`config.mk`:
```
export PLATFORM = sky130hd
export DESIGN_NAME = perf_counter_bank_flat
export DESIGN_NICKNAME = d
export VERILOG_FILES = /design/src/rtl/perf_counter_bank_pkg.sv /design/src/rtl/perf_counter_bank_if.sv /design/src/rtl/perf_counter_bank_counter.sv /design/src/rtl/perf_counter_bank.sv /design/src/flat_wrapper.sv
export SDC_FILE = /design/constraint.sdc
export NUM_CORES = 1
export LEC_CHECK = 0
export BUFFER_PORTS_ARGS = -buffer_cell sky130_fd_sc_hd__buf_2
export CAP_MARGIN = 20
export CORE_MARGIN = 4
export CORE_UTILIZATION = 60
export DETAILED_ROUTE_END_ITERATION = 6
export MAX_ROUTING_LAYER = met4
export PLACE_DENSITY = 0.78
export SLEW_MARGIN = 10
export SYNTH_ARGS = -nofsm -noshare
export SYNTH_HDL_FRONTEND = slang
export SYNTH_SLANG_ARGS = --single-unit
```
`constraint.sdc`:
```
create_clock -name clk -period 18.1 [get_ports clk]
set_clock_uncertainty 0.05 [all_clocks]
set_input_delay 0.905 -clock clk [delete_from_list [all_inputs] [get_ports clk]]
set_output_delay 0.905 -clock clk [all_outputs]
set_load 0.01 [all_outputs]
```
`src/rtl/perf_counter_bank_pkg.sv`:
```
// Shared types, constants and helpers for the performance-counter bank.
// Channel indices name the CPU event sources feeding the bank.
package perf_counter_bank_pkg;

  localparam int PERF_NUM_CNT   = 9;
  localparam int PERF_CNT_WIDTH = 16;
  localparam int PERF_IDX_WIDTH = 4;

  typedef logic [PERF_IDX_WIDTH-1:0] perf_cnt_idx_t;

  typedef enum logic [PERF_IDX_WIDTH-1:0] {
    PERF_L2HIT   = 4'd0,
    PERF_L2MISS  = 4'd1,
    PERF_DL1HIT  = 4'd2,
    PERF_DL1MISS = 4'd3,
    PERF_IL1HIT  = 4'd4,
    PERF_IL1MISS = 4'd5,
    PERF_BPRED   = 4'd6,
    PERF_BMISPRED = 4'd7,
    PERF_STALL   = 4'd8
  } perf_chan_e;

  typedef enum logic [1:0] {
    CNT_HOLD = 2'd0,
    CNT_INC  = 2'd1,
    CNT_CLR  = 2'd2
  } cnt_op_e;

  function automatic logic cnt_fire(input logic ev, input logic en, input logic frz);
    return ev & en & ~frz;
  endfunction

endpackage

```
`src/rtl/perf_counter_bank_if.sv`:
```
// Event, control and read-port bundle between the datapath and the counter bank.
interface perf_counter_bank_if #(
  parameter int NUM_CNT   = 9,
  parameter int CNT_WIDTH = 16,
  parameter int IDX_WIDTH = 4
);

  logic [NUM_CNT-1:0]   event_vec;
  logic [NUM_CNT-1:0]   en_vec;
  logic                 freeze;
  logic [NUM_CNT-1:0]   clr_vec;
  logic                 snap;
  logic                 rd_req;
  logic [IDX_WIDTH-1:0] rd_idx;
  logic                 rd_shadow;
  logic                 rd_resp;
  logic [CNT_WIDTH-1:0] rd_data;
  logic                 rd_err;
  logic [NUM_CNT-1:0]   ovf_vec;

  modport master (
    output event_vec, en_vec, freeze, clr_vec, snap, rd_req, rd_idx, rd_shadow,
    input  rd_resp, rd_data, rd_err, ovf_vec
  );

  modport slave (
    input  event_vec, en_vec, freeze, clr_vec, snap, rd_req, rd_idx, rd_shadow,
    output rd_resp, rd_data, rd_err, ovf_vec
  );

endinterface

```
`src/rtl/perf_counter_bank_counter.sv`:
```
// Single counter channel: wrap or saturate increment, sticky overflow,
// and a clear that wins over a same-cycle increment.
module perf_counter
  import perf_counter_bank_pkg::*;
#(
  parameter int CNT_WIDTH = 16,
  parameter int SATURATE  = 0
) (
  input  logic                 clk,
  input  logic                 rst,
  input  logic                 inc,
  input  logic                 clr,
  output logic [CNT_WIDTH-1:0] count,
  output logic                 ovf
);

  cnt_op_e              op_s;
  logic                 at_max_s;
  logic [CNT_WIDTH-1:0] count_r;
  logic                 ovf_r;

  assign at_max_s = &count_r;

  // Operation select: clear has priority over increment.
  always_comb begin
    op_s = CNT_HOLD;
    if (clr) begin
      op_s = CNT_CLR;
    end else if (inc) begin
      op_s = CNT_INC;
    end else begin
      op_s = CNT_HOLD;
    end
  end

  // Count register and sticky overflow flag.
  always_ff @(posedge clk or posedge rst) begin
    if (rst) begin
      count_r <= {CNT_WIDTH{1'b0}};
      ovf_r   <= 1'b0;
    end else begin
      case (op_s)
        CNT_CLR: begin
          count_r <= {CNT_WIDTH{1'b0}};
          ovf_r   <= 1'b0;
        end
        CNT_INC: begin
          if (at_max_s) begin
            ovf_r   <= 1'b1;
            count_r <= (SATURATE != 0) ? count_r : {CNT_WIDTH{1'b0}};
          end else begin
            count_r <= count_r + {{(CNT_WIDTH-1){1'b0}}, 1'b1};
          end
        end
        default: begin
          count_r <= count_r;
          ovf_r   <= ovf_r;
        end
      endcase
    end
  end

  assign count = count_r;
  assign ovf   = ovf_r;

endmodule

```
`src/rtl/perf_counter_bank.sv`:
```
// Bank of NUM_CNT event counters with a snapshot shadow bank and a
// one-cycle-latency registered read port.
module perf_counter_bank
  import perf_counter_bank_pkg::*;
#(
  parameter int NUM_CNT   = PERF_NUM_CNT,
  parameter int CNT_WIDTH = PERF_CNT_WIDTH,
  parameter int SATURATE  = 0,
  parameter int IDX_WIDTH = PERF_IDX_WIDTH
) (
  input  logic               clk,
  input  logic               rst,
  perf_counter_bank_if.slave bus
);

  logic [CNT_WIDTH-1:0] live_s   [NUM_CNT];
  logic [CNT_WIDTH-1:0] shadow_r [NUM_CNT];
  logic [NUM_CNT-1:0]   inc_s;
  logic [NUM_CNT-1:0]   ovf_s;
  logic [NUM_CNT-1:0]   hit_s;
  logic [CNT_WIDTH-1:0] sel_data_s;
  logic                 in_range_s;
  logic                 rd_resp_r;
  logic [CNT_WIDTH-1:0] rd_data_r;
  logic                 rd_err_r;

  for (genvar i = 0; i < NUM_CNT; i++) begin : g_chan
    assign inc_s[i] = cnt_fire(bus.event_vec[i], bus.en_vec[i], bus.freeze);
    assign hit_s[i] = (int'(bus.rd_idx) == i);

    perf_counter #(
      .CNT_WIDTH (CNT_WIDTH),
      .SATURATE  (SATURATE)
    ) u_cnt (
      .clk   (clk),
      .rst   (rst),
      .inc   (inc_s[i]),
      .clr   (bus.clr_vec[i]),
      .count (live_s[i]),
      .ovf   (ovf_s[i])
    );
  end

  // Shadow bank captures pre-edge live values, so clear/increment on the
  // same edge do not leak into the snapshot.
  always_ff @(posedge clk or posedge rst) begin
    if (rst) begin
      for (int i = 0; i < NUM_CNT; i++) begin
        shadow_r[i] <= {CNT_WIDTH{1'b0}};
      end
    end else if (bus.snap) begin
      for (int i = 0; i < NUM_CNT; i++) begin
        shadow_r[i] <= live_s[i];
      end
    end else begin
      for (int i = 0; i < NUM_CNT; i++) begin
        shadow_r[i] <= shadow_r[i];
      end
    end
  end

  // One-hot AND-OR read mux; an index with no hit yields zero data.
  always_comb begin
    sel_data_s = {CNT_WIDTH{1'b0}};
    in_range_s = |hit_s;
    for (int i = 0; i < NUM_CNT; i++) begin
      sel_data_s = sel_data_s |
                   ({CNT_WIDTH{hit_s[i]}} & (bus.rd_shadow ? shadow_r[i] : live_s[i]));
    end
  end

  // Registered read response; data and error hold between responses.
  always_ff @(posedge clk or posedge rst) begin
    if (rst) begin
      rd_resp_r <= 1'b0;
      rd_data_r <= {CNT_WIDTH{1'b0}};
      rd_err_r  <= 1'b0;
    end else if (bus.rd_req) begin
      rd_resp_r <= 1'b1;
      rd_data_r <= sel_data_s;
      rd_err_r  <= ~in_range_s;
    end else begin
      rd_resp_r <= 1'b0;
      rd_data_r <= rd_data_r;
      rd_err_r  <= rd_err_r;
    end
  end

  assign bus.rd_resp = rd_resp_r;
  assign bus.rd_data = rd_data_r;
  assign bus.rd_err  = rd_err_r;
  assign bus.ovf_vec = ovf_s;

endmodule
```
`src/flat_wrapper.sv`:
```
// flat-port wrapper written by rule: the top's interface ports become plain ports
module perf_counter_bank_flat import perf_counter_bank_pkg::*;
#(
  parameter int NUM_CNT   = PERF_NUM_CNT,
  parameter int CNT_WIDTH = PERF_CNT_WIDTH,
  parameter int SATURATE  = 0,
  parameter int IDX_WIDTH = PERF_IDX_WIDTH
)
  (clk, rst, bus_event_vec, bus_en_vec, bus_freeze, bus_clr_vec, bus_snap, bus_rd_req, bus_rd_idx, bus_rd_shadow, bus_rd_resp, bus_rd_data, bus_rd_err, bus_ovf_vec);
  perf_counter_bank_if #(.NUM_CNT(NUM_CNT), .CNT_WIDTH(CNT_WIDTH), .IDX_WIDTH(IDX_WIDTH)) bus_i ();
  input  logic clk;
  input  logic rst;
  input wire logic [$bits(bus_i.event_vec)-1:0] bus_event_vec;
  input wire logic [$bits(bus_i.en_vec)-1:0] bus_en_vec;
  input wire logic [$bits(bus_i.freeze)-1:0] bus_freeze;
  input wire logic [$bits(bus_i.clr_vec)-1:0] bus_clr_vec;
  input wire logic [$bits(bus_i.snap)-1:0] bus_snap;
  input wire logic [$bits(bus_i.rd_req)-1:0] bus_rd_req;
  input wire logic [$bits(bus_i.rd_idx)-1:0] bus_rd_idx;
  input wire logic [$bits(bus_i.rd_shadow)-1:0] bus_rd_shadow;
  output wire logic [$bits(bus_i.rd_resp)-1:0] bus_rd_resp;
  output wire logic [$bits(bus_i.rd_data)-1:0] bus_rd_data;
  output wire logic [$bits(bus_i.rd_err)-1:0] bus_rd_err;
  output wire logic [$bits(bus_i.ovf_vec)-1:0] bus_ovf_vec;
  assign bus_i.event_vec = bus_event_vec;
  assign bus_i.en_vec = bus_en_vec;
  assign bus_i.freeze = bus_freeze;
  assign bus_i.clr_vec = bus_clr_vec;
  assign bus_i.snap = bus_snap;
  assign bus_i.rd_req = bus_rd_req;
  assign bus_i.rd_idx = bus_rd_idx;
  assign bus_i.rd_shadow = bus_rd_shadow;
  assign bus_rd_resp = bus_i.rd_resp;
  assign bus_rd_data = bus_i.rd_data;
  assign bus_rd_err = bus_i.rd_err;
  assign bus_ovf_vec = bus_i.ovf_vec;
  perf_counter_bank #(.NUM_CNT(NUM_CNT), .CNT_WIDTH(CNT_WIDTH), .SATURATE(SATURATE), .IDX_WIDTH(IDX_WIDTH)) u_core (.clk(clk), .rst(rst), .bus(bus_i));
endmodule
```
After elaboration in Yosys (flattened, before gate mapping):

Index checks and enable logic that the tools add are counted.

* bits in registers: 315
* latch bits: 0
* RAM bits: 0
* ROM bits: 0
* input port bits: 37
* output and inout bits: 27
* logic and storage cells: 204
* memories kept: 0

* add/sub/neg operators: 9
* multipliers: 0
* divide/modulo/power cells: 0
* order comparisons: 0
* eq/ne operators: 35
* shift-type cells: 0
* multiplexer cells: 64
* bitwise logic cells: 37
* reduce and logical (&&, ||, !) cells: 29

Operators by type and width (count)
* 16-bit 2-to-1 mux: 18
* 16-bit case mux with 2 select lines: 9
* 16-bit by 1-bit adder with 16-bit output, second input constant: 9
* 16-bit bitwise AND: 9
* 16-bit AND reduction: 9
* 16-bit bitwise OR: 8
* 4-bit equality test, second input constant: 5
* 1-bit 2-to-1 mux: 19
* 1-bit bitwise AND: 18
* 2-bit by 1-bit equality test with 1-bit output, second input constant: 9
* 2-bit equality test, second input constant: 9
* 2-bit 2-to-1 mux: 9
* 2-bit inequality test, second input constant: 9
* 1-bit case mux with 2 select lines: 9
* 2-bit AND reduction: 9
* 2-bit nonzero test: 9
* 9-bit OR reduction: 1
* 4-bit by 3-bit equality test with 1-bit output, second input constant: 2
* 4-bit by 2-bit equality test with 1-bit output, second input constant: 1
* 4-bit zero test: 1
* 1-bit NOT: 2

Logic depth before layout (Yosys ltp):

Gate-level depths: netlist of run 1.

* word-level depth: 10
* gate-level depth with buffers: 8
* depth with buffers taken out: 6

Modules after synthesis:

From an unflattened synthesis of run 1, not the netlist that was laid out.

* cell total of the unflattened synthesis: 1566
* area total of the unflattened synthesis: 17020.1 um^2

Modules (own cells, without submodules)
* perf_counter_bank: times used 1, cells an instance 646, area each 8345.5 um^2, seq. area each 4053.9 um^2
* perf_counter at u_core.g_chan[0].u_cnt ...: times used 8, cells an instance 103, area each 969.7 um^2, seq. area each 425.4 um^2
* perf_counter at u_core.g_chan[4].u_cnt: times used 1, cells an instance 96, area each 917.1 um^2, seq. area each 425.4 um^2

Worst setup path before layout of run 1:

OpenSTA, ideal clock, no wires.

* kind: in2reg
* start: input bus_freeze
* end: register u_core.g_chan[0].u_cnt.count_r[14]
* setup time: 83 ps
* arrival time: 2083 ps
* path slack: 15885 ps
* stages on the path: 5
* buffers on the path: 1
* path through: clkbuf_2 -> and4bb_2 -> o41ai_4 -> or4_1 -> o22ai_1

* word-level cells in the longest chain between the ends: 6
* elaborated cells on any way between the ends: 8
* those cells by class: eq/ne: 2; mux: 3; bitwise: 2; reduce/logical: 1

Ends and longest elaborated chain
* start, declared: RTL line flat_wrapper.sv:15 `input wire logic [$bits(bus_i.freeze)-1:0] bus_freeze;`
* 1-bit NOT *: RTL line perf_counter_bank_pkg.sv:30 `return ev & en & ~frz;`
* 1-bit bitwise AND *: RTL line perf_counter_bank_pkg.sv:30
* 1-bit 2-to-1 mux *: RTL line perf_counter_bank_counter.sv:29 `end else if (inc) begin`
* 2-bit 2-to-1 mux *: RTL line perf_counter_bank_counter.sv:27 `if (clr) begin`
* 2-bit by 1-bit equality test with 1-bit output / 2-bit equality test (equally long branches): RTL line perf_counter_bank_counter.sv:42 `case (op_s)`
* 16-bit case mux with 2 select lines / 2-bit nonzero test (equally long branches)
* end signal, assigned: RTL line perf_counter_bank_counter.sv:39 `count_r <= {CNT_WIDTH{1'b0}};`
* end signal, assigned: RTL line perf_counter_bank_counter.sv:44 `count_r <= {CNT_WIDTH{1'b0}};`
* end signal, assigned: RTL line perf_counter_bank_counter.sv:50 `count_r <= (SATURATE != 0) ? count_r : {CNT_WIDTH{1'b0}};`
* end, declared: RTL line perf_counter_bank_counter.sv:19 `logic [CNT_WIDTH-1:0] count_r;`

Every way passes the cells marked *; elsewhere a longest branch is shown, timed or not.
A chain may end at the register's enable or synchronous reset.

Worst setup path after layout of run 1:

* start: input bus_rd_shadow
* end: register u_core.rd_data_r[15], in the netlist u_core.bus.rd_data[15]

* word-level cells in the longest chain between the ends: 10
* elaborated cells on any way between the ends: 26
* those cells by class: mux: 9; bitwise: 17

Ends and longest elaborated chain
* start, declared: RTL line flat_wrapper.sv:20 `input wire logic [$bits(bus_i.rd_shadow)-1:0] bus_rd_shadow;`
* 16-bit 2-to-1 mux: RTL line perf_counter_bank.sv:68 `({CNT_WIDTH{hit_s[i]}} & (bus.rd_shadow ? shadow_r[i] : live_s[i]));`
* 16-bit bitwise AND: RTL line perf_counter_bank.sv:68
* 16-bit bitwise OR (7 in a row): RTL line perf_counter_bank.sv:67 `sel_data_s = sel_data_s |`
* 16-bit bitwise OR *: RTL line perf_counter_bank.sv:67
* end signal, assigned: RTL line perf_counter_bank.sv:76 `rd_data_r <= {CNT_WIDTH{1'b0}};`
* end signal, assigned: RTL line perf_counter_bank.sv:80 `rd_data_r <= sel_data_s;`
* end signal, assigned: RTL line perf_counter_bank.sv:84 `rd_data_r <= rd_data_r;`
* end, declared: RTL line perf_counter_bank.sv:24 `logic [CNT_WIDTH-1:0] rd_data_r;`

Marked as above.

==> metrics.md, run 1 <==
| Metric | Value |
|---|---|
| Run status | finished, final reports clean |
| CTS Hold Buffers Added | 0 |
| P per Cell Area | 83.67 nW/µm² |
| Sequential area share after synthesis | 0.4842 |
| Number of global-route vias before repair | 12210 |
| Antenna viol nets, final | 0 |
| Data arrival at the endpoint of the critical path | 3.30 ns |
| Nets | 1607 |
| Die Outline Area | 29830 µm² |
| Drt first pass iters | 7 |
| Starting DRT DRC Count | 1410 |
| Number of nets produced by synthesis | 1586 |
| Critical Path Start Type | input pin |
| Distinct cell type count of the synthesized netlist | 62 |
| Resized cells post-CTS | 0 |
| Max Buffers Root-to-Sink | 3 |
| Post-synthesis mux area share | 0.1933 |
| Remaining routing DRC violations | 0 |
| Leakage power summed over all cells | 8.058 nW |
| Req. time, crit path | 18.44 ns |
| Total of max-cap violations | 0 |
| Worst skew pair latency | 0.52 ns |
| Inserted Diodes | 0 |
| Synth warnings | 0 |
| Leftover overflow at the end of global routing | 0 |
| Number of buffers inserted to repair setup after CTS | 0 |
| Final-layout setup total negative slack | 0 ns |
| Share of the cycle needed by the critical path after routing | 0.1636 |
| Clock buffer count from CTS | 35 |
| Overall global routing resource usage | 0.2838 |
| Type of the most critical hold path | register to register |
| Fmax | 0.3377 GHz |
| Die height | 172.7 µm |
| Core outline area | 26800 µm² |
| Fraction of layout cells with a size suffix above 1 | 0.1850 |
| Die Wd | 172.7 µm |
| Xor/xnor share of the synthesized area | 0.03658 |
| Final WL | 41770 µm |
| Wire length of the first global-routing pass | 67010 µm |
| Crit path max-delay cell type | buf_4 |
| Unrepaired setup endpoints after global routing | false |
| Count of pins on the block boundary | 64 |
| Pin count of the biggest net entering global routing | 108 |
| Total number of clock tree sinks | 315 |
| Share of the synthesized area in compound gates (AO/OA/AOI/OAI) | 0.1008 |
| Number of antenna violations at the first check in global routing | 1 |
| Measured slew at the worst slew-check pin | 1.110 ns |
| Clock-pin slew of the registers on the worst-case setup and hold paths | 0.06 ns |
| Number of endpoints failing setup at the final stage | 0 |
| Final GP Congestion | 0.9276 |
| Worst slew margin relative to its limit | 0.2598 |
| Period minus WS final | 2.961 ns |
| Finished layout cell area | 17820 µm² |
| Filler cell count in the final layout | 2014 |
| TritonCTS clock tree | yes |
| Post-synthesis share of cell area spent on and, or, nand and nor gates | 0.1466 |
| Max stage delay on crit path | 0.88 ns |
| Number of synthesized flops with an enable pin | 0 |
| Vias | 12460 |
| Maximum ir drop on the vdd rail | 61.86 µV |
| Hold slack final | 0.4420 ns |
| Dpl cell area | 16660 µm² |
| Crit Path Max Fanout | 87 |
| Element type at the critical path end | register |
| Post-synthesis instance area | 16280 µm² |
| Deepest level of the CTS H-tree | 2 |
| Total half-perimeter wirelength after legalization and detailed placement | 28630 µm |
| Flip-flop cell with the highest count after synthesis | dfrtp_1 |
| Total number of placement rows | 60 |
| Share of synthesized registers carrying an async set or reset | 1.000 |
| Effective utilization at floorplan | 0.6074 |
| Sequence of cells on the critical path | clkbuf_8 -> buf_4 -> mux2i_1 -> o22ai_1 -> nor3_1 -> a21oi_1 |
| Largest family of logic cells by synthesized area | multiplexers |
| Port Buffer Count | 63 |
| Number of hold-slack violations in the final timing report | 0 |
| Synthesized netlist cell count | 1540 |
| Syn-to-layout area delta | 9.453% |
| Final Max Tran Viols | 0 |
| Avg Vias per Cell | 6.472 |
| Post-synthesis average cell area | 10.57 µm² |
| Flop and latch count out of synthesis | 315 |
| Fraction of the mapped netlist area in adder cells | 0.006917 |
| Post-DR wirelength/cell | 21.70 µm |
| Type of the worst setup path | input pin to register |
| Clock tree root buffer cell | clkbuf_16 |
## cells by family after synthesis
group | Yosys count
adder cells (fa/ha/maj) | 9
AO/OA/AOI/OAI | 264
AND/OR/NAND/NOR | 479
buffers and inverters | 109
XOR/XNOR | 68
flip-flops | 315
multiplexers | 296
## stage by stage
step	std cells	total power, mW	worst slack [ns]	util
final	1925	1.491	15.14	0.6648
after global routing	1925	1.540	15.00	0.6648
after CTS	1923	1.498	15.09	0.6632
after detailed placement	1863	0.8143	14.68	0.6215
after global placement	1862	0.8127	14.73	0.6212
after floorplan	1540	0.7871	8.430	-
## Yosys cell counts (all sizes together) (2+ instances only)
cell type	count	area, µm²
nor3	37	195.2
and4	9	81.33
mux2	147	1655
nand2b	12	75.07
xnor2	26	227.7
nand3	62	310.3
a211o	2	17.52
a21oi	58	290.3
nor2	152	570.6
and3b	2	17.52
o31ai	6	50.05
a21o	2	15.01
a31oi	29	181.4
a311oi	3	32.53
o21ai	66	330.3
nand4	40	262.8
mux2i	149	1491
dfrtp	315	7883
or2	2	12.52
o31a	2	17.52
nor4	12	106.4
and3	17	111.4
inv	22	82.58
buf	49	287.8
nand2	98	367.9
o22ai	66	412.9
a22o	15	131.4
o211ai	3	22.52
nand3b	11	107.6
or3	8	50.05
a211oi	4	47.54
a41oi	3	26.28
xor2	42	367.9
ha	9	112.6
and2	3	18.77
nor2b	10	62.56
clkbuf	38	143.9
## power by group
group / internal, mW / switching (mW) / total (mW)
sequential: 0.710 / 0.00719 / 0.718
combinational: 0.0283 / 0.0568 / 0.0851
clock: 0.406 / 0.282 / 0.688
total: 1.14 / 0.346 / 1.49
## final timing paths
kind                                                 startpoint                               end  slack, ns  depth (start not counted)
max in group asynchronous                                   rst  u_core.g_chan[1].u_cnt.count[11]      16.05                          3
worst max-delay path                              bus_rd_shadow            u_core.bus.rd_data[15]      15.14                          6
worst min register to register       u_core.g_chan[1].u_cnt.ovf        u_core.g_chan[1].u_cnt.ovf       0.44                          2
worst max register to register  u_core.g_chan[0].u_cnt.count[0]   u_core.g_chan[0].u_cnt.count[7]      15.57                          5
min in group asynchronous                                   rst   u_core.g_chan[1].u_cnt.count[1]       0.50                          2
worst min-delay path                 u_core.g_chan[1].u_cnt.ovf        u_core.g_chan[1].u_cnt.ovf       0.44                          2
## final cells by class
class                           count  area, µm²  share of cell area
Clock inverter                      7      52.55            0.002949
Sequential cell                   315       7883              0.4424
Multi-Input combinational cell   1116       7894              0.4430
Tap cell                          341      426.7             0.02394
Timing Repair Buffer               71      407.9             0.02289
Inverter                           22      90.09            0.005056
Clock buffer                       53       1065             0.05976
## worst max-delay path: cells and delay by family
family                 cells  cell delay, ns
buffers and inverters      2            1.51
muxes                      1            0.31
and+or+nand+nor            1            0.29
AOI/OAI and AO/OA          2            0.23
## flip-flops by register name (all words and copies together) (netlist names)
name	count
u_core.bus.rd_resp	1
u_core.bus.rd_err	1
u_core.g_chan.u_cnt.ovf	9
u_core.bus.rd_data	16
u_core.g_chan.u_cnt.count	144
u_core.shadow_r	144
## metal layers
metal | track usage | share of wire | up-vias
li1 | - | - | 5625
met3 | 0.03585 | 0.055 | 96
met4 | 0.1041 | 0.038 | 0
met1 | 0.3919 | 0.44 | 6288
met5 | - | 0 | -
met2 | 0.4379 | 0.47 | 450
## cell usage in the layout, fill, tap and decap left out, types with 4 or more instances in the layout
cell and count:
inv_1 21, o22ai_1 66, mux2i_1 149, nand3b_1 9, a21oi_1 58, and4_1 8, and3_1 16, o31ai_1 5
dfrtp_1 315, nand2_1 98, xnor2_1 26, clkbuf_1 7, clkbuf_16 36, a31oi_1 29, nor4_2 5, xor2_1 42
clkinv_2 4, buf_2 62, nor2_1 152, ha_1 9, a22o_1 15, nor3_1 35, mux2_2 147, nor2b_1 10
clkbuf_8 11, or3_1 8, nor4_1 7, nand3_1 62, nand2b_1 12, o21ai_0 64, buf_4 6, nand4_1 38
(Power assumes the default switching activity.)
==> run 2, diff against run 1 <==
--- a/config.mk
+++ b/config.mk
@@ -8,10 +8,10 @@
 export BUFFER_PORTS_ARGS = -buffer_cell sky130_fd_sc_hd__buf_2
 export CAP_MARGIN = 20
 export CORE_MARGIN = 4
-export CORE_UTILIZATION = 60
+export CORE_UTILIZATION = 56
 export DETAILED_ROUTE_END_ITERATION = 6
 export MAX_ROUTING_LAYER = met4
-export PLACE_DENSITY = 0.78
+export PLACE_DENSITY = 0.76
 export SLEW_MARGIN = 10
 export SYNTH_ARGS = -nofsm -noshare
 export SYNTH_HDL_FRONTEND = slang
==> constraint.sdc (replaced) <==
create_clock -name clk -period 2.6 [get_ports clk]
set_clock_uncertainty 0.05 [all_clocks]
set_input_delay 0.13 -clock clk [delete_from_list [all_inputs] [get_ports clk]]
set_output_delay 0.13 -clock clk [all_outputs]
set_load 0.01 [all_outputs]
==> run 2 against run 1 <==
- count of clock-buffer cells in the layout grew 1
- largest power group is now clock
- setup slack got worse by 15 ns
- cell area is 2.5% higher
- combinational power rose to 7.5 times the previous value
- wire length is 3.2% lower
- critical path type is now register to register
- core utilization decreased by 2.9 points
- die area rose by 6.8%
- non-clock buffer count increased by 32
- sequential share of layout area shrank 1.1 points
==> metrics.md, run 2 (synthesized netlist as in run 1, its figures left out) <==
| Metric | Value |
|---|---|
| Final WL | 40450 µm (-3.2%) |
| Drt first pass iters | 5 (-2) |
| Critical Path Start Type | register |
| Nets | 1639 (+2.0%) |
| Leakage power summed over all cells | 8.249 nW (+2.4%) |
| Flop-to-flop setup slack | 0.37 ns (-15.20 ns) |
| Post-route core utilization | 0.6362 (-0.02862) |
| Total of max-cap violations | 0 (unchanged) |
| Data arrival at the endpoint of the critical path | 2.60 ns (-0.70 ns) |
| Antenna viol nets, final | 0 (unchanged) |
| Clock-pin slew of the registers on the worst-case setup and hold paths | 0.06 ns (about the same) |
| Max Buffers Root-to-Sink | 3 (unchanged) |
| Final-layout setup total negative slack | 0 ns (unchanged) |
| Avg Vias per Cell | 6.200 (-4.2%) |
| Post-route setup slack | 0.3746 ns (-14.76 ns) |
| Fmax | 0.4494 GHz |
| Final GP Congestion | 0.8796 (-5.2%) |
| Final Max Tran Viols | 0 (unchanged) |
| Unrepaired setup endpoints after global routing | false |
| End point of the most critical hold path | u_core.bus.rd_resp |
| Number of buffers inserted to repair setup after CTS | 0 (unchanged) |
| Number of global-route vias before repair | 11990 (-1.8%) |
| Total half-perimeter wirelength after legalization and detailed placement | 28030 µm (-2.1%) |
| Post-Place Worst Slack | 0.4310 ns (-14.25 ns) |
| Period minus WS final | 2.225 ns |
| Startpoint of the most critical hold path | bus_rd_req |
| Clock buffer count from CTS | 35 (unchanged) |
| Share of the cycle needed by the critical path after routing | 0.8559 |
| Req. time, crit path | 2.98 ns (-15.46 ns) |
| Total power consumption of the routed design | 10.67 mW (+620%) |
| P per Cell Area | 584.4 nW/µm² (+600%) |
| Total number of clock tree sinks | 315 (unchanged) |
| Number of hold-slack violations in the final timing report | 0 (unchanged) |
| Area of combinational cells with multiple inputs | 7883 µm² (-0.14%) |
| Wire length of the first global-routing pass | 64730 µm (-3.4%) |
| Sequential cell area | 7883 µm² (unchanged) |
| Pin count of the biggest net entering global routing | 79 (-27%) |
| Finished layout cell area | 18260 µm² (+2.5%) |
| Number of cells in the design after placement | 1925 (+3.3%) |
| Clock tree root buffer cell | clkbuf_16 |
| Type of the most critical hold path | input pin to register |
| Die Outline Area | 31860 µm² (+6.8%) |
| Run status | finished, final reports clean |
| Hold slack final | 0.01268 ns (-0.4293 ns) |
| Effective utilization at floorplan | 0.5672 (-0.04025) |
| Die Wd | 178.5 µm (+3.3%) |
| Port Buffer Count | 63 (unchanged) |
| Cell depth of the worst flop-to-flop path | 6 (+1) |
| Fraction of layout cells with a size suffix above 1 | 0.1918 (+0.006857) |
| Starting DRT DRC Count | 1258 (-11%) |
| Filler cell count in the final layout | 2254 (+12%) |
| Total number of placement rows | 62 (+3.3%) |
| Final non-filler cell total | 2000 (+3.9%) |
| Worst skew pair latency | 0.51 ns (about the same) |
| Most common cell after layout, fill and taps aside | dfrtp_1 |
| Count of pins on the block boundary | 64 (unchanged) |
| Vias | 12400 (-0.48%) |
| Crit Path Max Fanout | 11 (-87%) |
| Inserted Diodes | 0 (unchanged) |
| Reg-to-reg endpoint | u_core.g_chan[8].u_cnt.count[7] |
| Post-DR wirelength/cell | 20.22 µm (-6.8%) |
| TritonCTS clock tree | yes |
| Worst slew margin relative to its limit | 0.3024 (+0.04260) |
| Number of stages on the worst hold path | 1 (-1) |
| Number of endpoints failing setup at the final stage | 0 (unchanged) |
| Element type at the critical path end | register |
| Syn-to-layout area delta | 12.17% |
| Die height | 178.5 µm (+3.3%) |
| Maximum ir drop on the vdd rail | 633.2 µV (+920%) |
| Overall global routing resource usage | 0.2614 (-0.02235) |
| Remaining routing DRC violations | 0 (unchanged) |
| Leftover overflow at the end of global routing | 0 (unchanged) |
| Deepest level of the CTS H-tree | 2 (unchanged) |
| Commonest non-fill, non-tap cells in the layout | dfrtp_1 (315), nor2_1 (152), mux2i_1 (149) |
| Dpl cell area | 16940 µm² (+1.7%) |
| Measured slew at the worst slew-check pin | 1.038 ns (-0.07190 ns) |
| Worst reg2reg startpoint | u_core.g_chan[8].u_cnt.count[1] |
| Core outline area | 28700 µm² (+7.1%) |
| Number of antenna violations at the first check in global routing | 0 (-1) |
| Type of the worst setup path | register to register |
## run 2: changes by cell type in the layout (fill, tap and decap cells not counted), sizes merged
| cell | before | now |
|---|---|---|
| clkbuf | 54 | 55 |
| bufinv | 0 | 2 |
| inv | 23 | 22 |
| dlygate4sd3 | 0 | 15 |
| clkinv | 5 | 3 |
| buf | 70 | 87 |
## run 2: per-layer routing
metal,vias to the layer above,wire [µm],global-route usage
met2,410,19110,0.4082
met1,6218,17810,0.3617
met5,-,0,-
met4,0,1198,0.07483
met3,74,2332,0.03603
li1,5697,-,-
## run 2: final cells by class
cell class	count	area share
clock inverter	6	0.004591
clock buffer	54	0.05968
timing repair buffer	103	0.04138
multi-input combinational	1116	0.4317
tap	384	0.02631
inverter	22	0.004728
sequential	315	0.4317
## run 2: worst max path at each step
stage	startpoint	endpoint	slack, ns	cells after the start
finish	u_core.g_chan[8].u_cnt.count[1]	u_core.g_chan[8].u_cnt.count[7]	0.37	6
detailed placement	u_core.g_chan[8].u_cnt.count[1]	u_core.g_chan[8].u_cnt.count[7]	0.43	6
global route	u_core.g_chan[7].u_cnt.count[5]	u_core.g_chan[7].u_cnt.count[0]	0.27	6
global placement	u_core.g_chan[8].u_cnt.count[1]	u_core.g_chan[8].u_cnt.count[7]	0.50	6
floorplan	rst	u_core.bus.rd_data[0]	-1.78	1
CTS	u_core.g_chan[8].u_cnt.count[1]	u_core.g_chan[8].u_cnt.count[7]	0.42	6
## run 2: where the power goes
group / leakage [nW] / internal, mW / switching [mW]
Combinational: 3.30 / 0.230 / 0.409
Clock: 0.581 / 3.08 / 1.97
Sequential: 4.37 / 4.95 / 0.0476
## run 2: what timing repair did
item	4_1_cts	5_1_grt
hold endpoints to repair	67	0
gates resized for setup	0	0
hold buffers	15	0
## run 2: critical path: stages, from the launching register on
cell and delay [ns]:
dfrtp_1 0.42, ha_1 0.27, nand3_1 0.12, nor4_2 0.06, nor3_1 0.80, o21ai_0 0.22
a31oi_1 0.21
